===== src/rtl/cpu_fifo_pkg.sv =====
// Shared definitions for the CPU/FIFO datapath stream blocks:
// demux FSM state encoding, default widths and the target-port helper.
package cpu_fifo_pkg;

  localparam int DEF_DATA_W = 64;
  localparam int DEF_CTRL_W = 8;
  localparam int DEF_CNT_W  = 16;

  typedef enum logic [1:0] {
    IDLE = 2'd0,
    PKT0 = 2'd1,
    PKT1 = 2'd2
  } demux_state_t;

  // Port a word goes to: chosen by sel at packet start, locked while a packet is open.
  function automatic logic target_port(input demux_state_t state, input logic sel);
    logic port;
    case (state)
      IDLE:    port = sel;
      PKT0:    port = 1'b0;
      PKT1:    port = 1'b1;
      default: port = 1'b0;
    endcase
    return port;
  endfunction

endpackage


===== src/rtl/out_stage_reg.sv =====
// One-entry output register stage: holds a single word with its valid bit.
// It may load whenever it is empty or its word drains in the same cycle.
module out_stage_reg #(
  parameter int W = 73
) (
  input  logic         clk,
  input  logic         rst_n,
  input  logic         i_load,
  input  logic [W-1:0] i_payload,
  input  logic         i_ready,
  output logic         o_valid,
  output logic [W-1:0] o_payload,
  output logic         o_can_load
);

  logic         r_valid;
  logic [W-1:0] r_payload;

  // Load wins over drain so a simultaneous load+drain keeps the stage full.
  always_ff @(posedge clk) begin
    if (!rst_n) begin
      r_valid   <= 1'b0;
      r_payload <= '0;
    end else if (i_load) begin
      r_valid   <= 1'b1;
      r_payload <= i_payload;
    end else if (i_ready) begin
      r_valid   <= 1'b0;
    end
  end

  assign o_valid    = r_valid;
  assign o_payload  = r_payload;
  assign o_can_load = !r_valid || i_ready;

endmodule


===== src/rtl/stream_demux_1_2.sv =====
// Registered 1-to-2 packet demultiplexer. Whole packets are steered to port 0
// or 1 by in_sel on the first word; the route holds until in_last.
// Optional packet counters are built when DEMUX_STATS_EN is defined.
//
// Handshake: on every port a word moves on a rising edge where valid && ready
// are both high; valid never depends on ready, and a presented word (data,
// ctrl, last) stays unchanged while valid && !ready.
module stream_demux_1_2
  import cpu_fifo_pkg::*;
#(
  parameter int DATA_W = DEF_DATA_W,
  parameter int CTRL_W = DEF_CTRL_W,
  parameter int CNT_W  = DEF_CNT_W
) (
  input  logic              clk,
  input  logic              rst_n,
  input  logic [DATA_W-1:0] in_data,
  input  logic [CTRL_W-1:0] in_ctrl,
  input  logic              in_last,
  input  logic              in_sel,
  input  logic              in_valid,
  output logic              in_ready,
  output logic [DATA_W-1:0] out0_data,
  output logic [CTRL_W-1:0] out0_ctrl,
  output logic              out0_last,
  output logic              out0_valid,
  input  logic              out0_ready,
  output logic [DATA_W-1:0] out1_data,
  output logic [CTRL_W-1:0] out1_ctrl,
  output logic              out1_last,
  output logic              out1_valid,
  input  logic              out1_ready,
  output logic [1:0]        o_dbg_state
`ifdef DEMUX_STATS_EN
  ,
  output logic [CNT_W-1:0]  pkt_cnt0,
  output logic [CNT_W-1:0]  pkt_cnt1
`endif
);

  localparam int PW = DATA_W + CTRL_W + 1;

  demux_state_t r_state;
  demux_state_t w_next_state;
  logic         w_target;
  logic         w_accept;
  logic         w_load0;
  logic         w_load1;
  logic         w_can_load0;
  logic         w_can_load1;
  logic [PW-1:0] w_in_payload;
  logic [PW-1:0] w_out0_payload;
  logic [PW-1:0] w_out1_payload;

  assign w_in_payload = {in_data, in_ctrl, in_last};

  // State register: a reset drops any partially routed packet.
  always_ff @(posedge clk) begin
    if (!rst_n) r_state <= IDLE;
    else        r_state <= w_next_state;
  end

  // Next state: open a packet on a non-last first word, close it on its last word.
  always_comb begin
    w_next_state = r_state;
    if (w_accept) begin
      case (r_state)
        IDLE:       if (!in_last) w_next_state = in_sel ? PKT1 : PKT0;
        PKT0, PKT1: if (in_last)  w_next_state = IDLE;
        default:    w_next_state = IDLE;
      endcase
    end
  end

  // Outputs of the FSM: target port, in_ready from the target stage only, stage loads.
  always_comb begin
    w_target    = target_port(r_state, in_sel);
    in_ready    = rst_n && (w_target ? w_can_load1 : w_can_load0);
    w_accept    = in_valid && in_ready;
    w_load0     = w_accept && !w_target;
    w_load1     = w_accept &&  w_target;
    o_dbg_state = r_state;
  end

  out_stage_reg #(.W(PW)) u_stage0 (
    .clk        (clk),
    .rst_n      (rst_n),
    .i_load     (w_load0),
    .i_payload  (w_in_payload),
    .i_ready    (out0_ready),
    .o_valid    (out0_valid),
    .o_payload  (w_out0_payload),
    .o_can_load (w_can_load0)
  );

  out_stage_reg #(.W(PW)) u_stage1 (
    .clk        (clk),
    .rst_n      (rst_n),
    .i_load     (w_load1),
    .i_payload  (w_in_payload),
    .i_ready    (out1_ready),
    .o_valid    (out1_valid),
    .o_payload  (w_out1_payload),
    .o_can_load (w_can_load1)
  );

  assign {out0_data, out0_ctrl, out0_last} = w_out0_payload;
  assign {out1_data, out1_ctrl, out1_last} = w_out1_payload;

`ifdef DEMUX_STATS_EN
  logic [CNT_W-1:0] r_pkt_cnt0;
  logic [CNT_W-1:0] r_pkt_cnt1;

  // Count packets as their last word leaves each port; wraps freely.
  always_ff @(posedge clk) begin
    if (!rst_n) begin
      r_pkt_cnt0 <= '0;
      r_pkt_cnt1 <= '0;
    end else begin
      if (out0_valid && out0_ready && out0_last) r_pkt_cnt0 <= r_pkt_cnt0 + 1'b1;
      if (out1_valid && out1_ready && out1_last) r_pkt_cnt1 <= r_pkt_cnt1 + 1'b1;
    end
  end

  assign pkt_cnt0 = r_pkt_cnt0;
  assign pkt_cnt1 = r_pkt_cnt1;
`else
  // Counter width has no consumer in this build.
  logic w_unused_cnt_w;
  assign w_unused_cnt_w = (CNT_W > 0);
`endif

endmodule


===== config.mk =====
export PLATFORM = sky130hd
export DESIGN_NAME = stream_demux_1_2
export DESIGN_NICKNAME = d
export VERILOG_FILES = /design/src/rtl/cpu_fifo_pkg.sv /design/src/rtl/out_stage_reg.sv /design/src/rtl/stream_demux_1_2.sv
export SDC_FILE = /design/constraint.sdc
export NUM_CORES = 1
export LEC_CHECK = 0
export ABC_CLOCK_PERIOD_IN_PS = 4800
export CAP_MARGIN = 20
export CORE_AREA = 4 4 128 130
export DETAILED_ROUTE_END_ITERATION = 12
export DIE_AREA = 0 0 132 134
export HOLD_SLACK_MARGIN = 0.02
export PLACE_DENSITY = 0.74
export SYNTH_ARGS = -nofsm -noshare
export SYNTH_HDL_FRONTEND = slang
export SYNTH_SLANG_ARGS = --single-unit
export TNS_END_PERCENT = 50

===== constraint.sdc =====
create_clock -name clk -period 4.8 [get_ports clk]
set_input_delay 0.96 -clock clk [delete_from_list [all_inputs] [get_ports clk]]
set_output_delay 0.96 -clock clk [all_outputs]
set_load 0.02 [all_outputs]

==> reports/summary.json, run 1 <==
{
  "buffer_ports.inserted": 229,
  "number_of_buffers_between_clock_root_and_the_deepest_sink": 2,
  "antenna_found_initial": 0,
  "max-slew-margin-rel_pct": 54.77,
  "layout.core_utilization_pct": 58.74,
  "number_of_nets_in_the_finished_design": 953,
  "setup_viol_count_final": 0,
  "period_needed_ps": 3604,
  "setup.worst_path.start": "in_sel",
  "clk-insertion-delay-late_ps": 410,
  "io_pins": 230,
  "ctsResizeCount": 0,
  "areal_power_density_over_the_cells_nw_per_um2": 354.0,
  "avgViaCountPerCell": 4.688,
  "gp_congestion": 0.7405,
  "post-cts-setup-buffer-count": 0,
  "synth_cells": 663,
  "worst-endpoint-required_ps": 3840,
  "cts_hold_buffers": 0,
  "chipHeight_um": 134,
  "drv_slew": 0,
  "worst_hold_startpoint": "u_stage1.o_payload[36]",
  "detail-route-antenna-nets": 0,
  "ys_seq_area_share_pct": 50.21,
  "total_leakage_power_nw": 3.021,
  "cts.sink_count": 150,
  "detailedRoute.firstPassIterationCount": 4,
  "synth_ff_type": "dfxtp_1",
  "numCtsBuffers": 17,
  "reg2reg_from": "o_dbg_state[1]",
  "wl_per_cell_um": 15.52,
  "total_routing_resource_utilization_after_global_routing_pct": 18.42,
  "die_w_um": 132,
  "starting_utilization_of_the_core_area_pct": 39.49,
  "dp.final_hpwl_um": 11410,
  "grt_busiest_layer": "met2",
  "fmaxAchievable_mhz": 277.5,
  "tightest_slew_ps": 678.5,
  "areaGrowthSynthToFinish_pct": 48.74,
  "synth_area_per_cell_um2": 9.021,
  "rsz0062_at_grt": "no",
  "dpl-instance-area_um2": 8263,
  "clk_root_buffer_cell": "clkbuf_16",
  "yosysWarnings": 0,
  "worst_hold_path_type": "reg2reg",
  "fin_skew_ps": 9.941,
  "max_cap_viol_count": 0,
  "globalRouteOverflowTotal": 0,
  "period_share_pct": 75.08,
  "synth_async_sr_flop_share_pct": 0,
  "die_area_um2": 17690,
  "ctsHtreeMaxLevel": 4,
  "design.core.area_um2": 15150,
  "placementRows": 45,
  "grtUsageMet1_pct": 21.51,
  "timing.final.hold_violations": 0,
  "final_common_cell": "nand2_1",
  "grt_max_degree": 81,
  "routed-via-count": 5025,
  "finalInstanceArea_um2": 8896,
  "worst_setup_path_end_kind": "output pin",
  "total_power_after_layout_mw": 3.149,
  "drtIter0Drc": 192,
  "totalNegativeSetupSlack_ps": 0,
  "wire_length_of_the_first_global_routing_pass_um": 26200,
  "irDropWorstVdd_mv": 0.2157,
  "postRouteWirelength_um": 16640,
  "run_status": "finished, final reports clean",
  "grt.met2_usage_pct": 30.05,
  "drc": 0,
  "post_route_cells_drive_above_1_share_pct": 12.78,
  "tritoncts_clock_tree": "built",
  "first_global_vias": 4872,
  "insertedDiodeCount": 0,
  "commonest_non_fill_non_tap_cells_in_the_layout": "nand2_1, clkdlybuf4s50_1, dfxtp_1",
  "syn-num-nets": 744,
  "synth_enable_flop_cells": 0,
  "globalRouteMet3Util_pct": 8.890,
  "timing.critical_path.arrival_ps": 2640,
  "synth.distinct_cells": 23,
  "ys_ff_latch": 150,
  "cts.reportedPaths.clkPinSlew_ps": 60,
  "timing.critical_path.fanout_max": 5,
  "synthesis.area_um2": 5981,
  "critPathKind": "in2out",
  "setup.worst_path.start_class": "input port"
}
## worst max-delay path, cell delays in order
cell and delay (ps):
clkdlybuf4s50_1 460, a21oi_1 370, o211a_1 220, clkdlybuf4s50_1 640
## cells by family after synthesis
| family | Yosys count | share of synthesized area [%] |
|---|---|---|
| flops | 150 | 50.21 |
| fa+ha+maj | 2 | 0.4183 |
| compound gates | 153 | 23.62 |
| simple gates | 307 | 19.98 |
| buf+inv | 49 | 5.439 |
| mux | 2 | 0.3347 |
## per-stage QoR
stage,hold WS [ps],std cells,setup WS (ps)
floorplan,538.6,663,2217
global placement,450.1,1041,1206
detailed placement,457.0,1041,1188
CTS,465.4,1072,1182
global route,476.9,1072,1105
finish,460.0,1072,1196
## flip-flops by register name, indices dropped and copies added, names as in the netlist
signal / flops
u_stage0.o_payload: 73
u_stage1.o_payload: 73
o_dbg_state: 2
u_stage0.o_valid: 1
u_stage1.o_valid: 1
## layer usage
layer	share of wire [%]	vias up
met5	0	-
met4	1.2	0
met3	9.6	17
met2	47	161
met1	42	2296
li1	-	2551
## area by class of cell
| type | count | area (um^2) |
|---|---|---|
| Tap cell | 188 | 235.2 |
| Fill cell | 1361 | 6250 |
| Timing Repair Buffer | 237 | 2350 |
| Clock inverter | 8 | 145.1 |
| Clock buffer | 23 | 488.0 |
| Multi-Input combinational cell | 464 | 2668 |
| Inverter | 2 | 7.507 |
| Sequential cell | 150 | 3003 |
## path summary, 6_finish.rpt
kind                                 end  slack (ps)  cells after the start
setup / recovery                in_ready        1200                      4
hold / removal    u_stage1.o_payload[36]         460                      2
setup reg to reg  u_stage0.o_payload[14]        2310                      7
hold reg to reg   u_stage1.o_payload[36]         460                      2
## cells in the mapped netlist (2+ instances only)
library cell  count  area, um^2
buf_6            15       168.9
nor2b_1           3       18.77
ha_1              2       25.02
clkbuf_1         23       86.33
nand2_1         297        1115
o211a_1           2       20.02
a21boi_0         77       578.1
a21boi_2         70       788.3
a21oi_1           2       10.01
inv_1             2       7.510
buf_4             7       52.55
mux2i_1           2       20.02
buf_2             2       10.01
dfxtp_1         150        3003
## where the power goes
part | internal, mW | switching [mW]
registers | 1.29 | 0.0236
clock network | 0.922 | 0.500
logic | 0.199 | 0.209
total | 2.42 | 0.733
No activity file was read; power rests on OpenSTA's default activity.
==> run 2: changes to the inputs <==
ABC_CLOCK_PERIOD_IN_PS = 3250   (was 4800)
PLACE_DENSITY = 0.77   (was 0.74)
clock period = 3.25 ns   (was 4.8 ns; I/O delays follow)
==> run 2 against run 1 <==
Net effect:
- via count unchanged
- core utilization is 0.23 points higher
- design area is 0.39% higher
- sequential share of layout area is 0.13 points lower
- sequential cell count is the same
- critical endpoint unchanged
- largest power group unchanged
- highest routed layer unchanged
==> reports/summary.json, run 2 (synthesized netlist as in run 1, its figures left out) <==
{
  "cts.sink_count": {"value": 150, "change": "unchanged"},
  "rsz0062_at_grt": "no",
  "number_of_buffers_between_clock_root_and_the_deepest_sink": {"value": 2, "change": "unchanged"},
  "postRouteWirelength": {"value": 16080, "unit": "um", "change": "-3.4%"},
  "finalInstanceArea": {"value": 8931, "unit": "um^2", "change": "+0.39%"},
  "max-slew-margin-rel": {"value": 35.39, "unit": "%", "change": "-19 points"},
  "drc": {"value": 0, "change": "unchanged"},
  "worst_hold_path_type": "reg2reg",
  "areaGrowthSynthToFinish_pct": 49.33,
  "routed-via-count": {"value": 5025, "change": "unchanged"},
  "detailedRoute.firstPassIterationCount": {"value": 4, "change": "unchanged"},
  "clk-insertion-delay-late": {"value": 410, "unit": "ps", "change": "about the same"},
  "first_global_vias": {"value": 4765, "change": "-2.2%"},
  "starting_utilization_of_the_core_area": {"value": 39.49, "unit": "%", "change": "unchanged"},
  "setup_viol_count_final": {"value": 0, "change": "unchanged"},
  "commonest_non_fill_non_tap_cells_in_the_layout": "nand2_1, clkdlybuf4s50_1, dfxtp_1",
  "period_share_pct": 91.71,
  "cts.reportedPaths.clkPinSlew": {"value": 60, "unit": "ps", "change": "about the same"},
  "insertedDiodeCount": {"value": 0, "change": "unchanged"},
  "final_common_cell": "nand2_1",
  "total_routing_resource_utilization_after_global_routing": {"value": 17.82, "unit": "%", "change": "-0.60 points"},
  "timing.final.hold_violations": {"value": 0, "change": "unchanged"},
  "run_status": "finished, final reports clean",
  "number_of_nets_in_the_finished_design": {"value": 955, "change": "+0.21%"},
  "die_area": {"value": 17690, "unit": "um^2", "change": "unchanged"},
  "gp_congestion": {"value": 0.7590, "change": "+2.5%"},
  "buffer_ports.inserted": {"value": 229, "change": "unchanged"},
  "drtIter0Drc": {"value": 187, "change": "-2.6%"},
  "areal_power_density_over_the_cells": {"value": 512.7, "unit": "nW/um^2", "change": "+45%"},
  "avgViaCountPerCell": {"value": 4.683, "change": "about the same"},
  "post-cts-setup-buffer-count": {"value": 0, "change": "unchanged"},
  "tightest_slew": {"value": 969.2, "unit": "ps", "change": "+290.7 ps"},
  "slowest_stage_cell_cp": "clkdlybuf4s50_1",
  "die_w": {"value": 132, "unit": "um", "change": "unchanged"},
  "timing.critical_path.fanout_max": {"value": 5, "change": "unchanged"},
  "timing.critical_path.arrival": {"value": 2330, "unit": "ps", "change": "-310 ps"},
  "critPathKind": "in2out",
  "antenna_found_initial": {"value": 0, "change": "unchanged"},
  "placementRows": {"value": 45, "change": "unchanged"},
  "ctsResizeCount": {"value": 0, "change": "unchanged"},
  "cts_hold_buffers": {"value": 0, "change": "unchanged"},
  "critical_path.cell_chain": "clkdlybuf4s50_1 -> a21oi_1 -> o211a_1 -> clkdlybuf4s50_1",
  "ctsHtreeMaxLevel": {"value": 4, "change": "unchanged"},
  "numCtsBuffers": {"value": 17, "change": "unchanged"},
  "critPathMaxStageDelay": {"value": 640, "unit": "ps", "change": "about the same"},
  "irDropWorstVdd": {"value": 0.3347, "unit": "mV", "change": "+55%"},
  "clk_root_buffer_cell": "clkbuf_16",
  "chipHeight": {"value": 134, "unit": "um", "change": "unchanged"},
  "wire_length_of_the_first_global_routing_pass": {"value": 25230, "unit": "um", "change": "-3.7%"},
  "design.core.area": {"value": 15150, "unit": "um^2", "change": "unchanged"},
  "period_needed_ps": 2981,
  "worst_setup_path_end_kind": "output pin",
  "total_power_after_layout": {"value": 4.579, "unit": "mW", "change": "+45%"},
  "post_route_cells_drive_above_1_share": {"value": 13.11, "unit": "%", "change": "+0.32 points"},
  "io_pins": {"value": 230, "change": "unchanged"},
  "grt_max_degree": {"value": 118, "change": "+46%"},
  "tritoncts_clock_tree": "built",
  "dp.final_hpwl": {"value": 11070, "unit": "um", "change": "-2.9%"},
  "critPathMostFrequentCell": "clkdlybuf4s50_1",
  "dpl-instance-area": {"value": 8315, "unit": "um^2", "change": "+0.64%"},
  "detail-route-antenna-nets": {"value": 0, "change": "unchanged"},
  "worst-endpoint-required": {"value": 2600, "unit": "ps", "change": "-1240 ps"},
  "globalRouteOverflowTotal": {"value": 0, "change": "unchanged"},
  "max_cap_viol_count": {"value": 0, "change": "unchanged"},
  "total_leakage_power": {"value": 3.044, "unit": "nW", "change": "+0.78%"},
  "fin_skew": {"value": 8.119, "unit": "ps", "change": "-1.822 ps"},
  "totalNegativeSetupSlack": {"value": 0, "unit": "ps", "change": "unchanged"},
  "setup.worst_path.start_class": "input port",
  "wl_per_cell": {"value": 14.99, "unit": "um", "change": "-3.5%"},
  "fmaxAchievable_mhz": 335.5,
  "drv_slew": {"value": 0, "change": "unchanged"}
}
-- run 2: path summary, 6_finish.rpt --
kind / startpoint / end / slack [ps] / cells after the start
setup / recovery: in_sel / in_ready / 270 / 4
hold / removal: u_stage1.o_payload[49] / u_stage1.o_payload[49] / 460 / 2
setup reg to reg: o_dbg_state[0] / u_stage0.o_payload[70] / 1020 / 7
hold reg to reg: u_stage1.o_payload[49] / u_stage1.o_payload[49] / 460 / 2
-- run 2: area by class of cell --
cell class,instances,area (um^2)
clock buffer,22,494.2
timing repair buffer,239,2402
tap,188,235.2
inverter,2,7.507
fill,1337,6215
multi-input combinational,464,2668
sequential,150,3003
clock inverter,8,121.4
-- run 2: where the power goes --
part / switching, mW / total (mW) / internal [mW]
Sequential: 0.0346 / 1.95 / 1.91
Clock: 0.726 / 2.03 / 1.30
Combinational: 0.306 / 0.607 / 0.301
Total: 1.07 / 4.58 / 3.51
-- run 2: worst max-delay path, delay by kind of cell --
family | cells | cell delay (ps)
AOI/OAI and AO/OA | 2 | 570
buffers and inverters | 2 | 1100
-- run 2: layer usage --
layer | up-vias | GRT usage (%) | share of wire, %
met5 | - | 0 | 0
met1 | 2291 | 20.45 | 43
met4 | 0 | 6.534 | 2.2
met2 | 149 | 29.30 | 47
met3 | 24 | 8.140 | 8.5
li1 | 2561 | - | -
-- run 2: stage by stage --
| step | worst slack [ps] | hold slack (ps) | cells | util, % |
|---|---|---|---|---|
| 3_3_place_gp | 281.6 | 450.1 | 1043 | 54.90 |
| 6_report | 269.4 | 459.9 | 1073 | 58.97 |
| 3_5_place_dp | 250.0 | 455.4 | 1043 | 54.90 |
| 4_1_cts | 244.6 | 463.8 | 1073 | 58.97 |
| 2_1_floorplan | 1237 | 538.6 | 663 | - |
| 5_1_grt | 118.5 | 474.8 | 1073 | 58.97 |
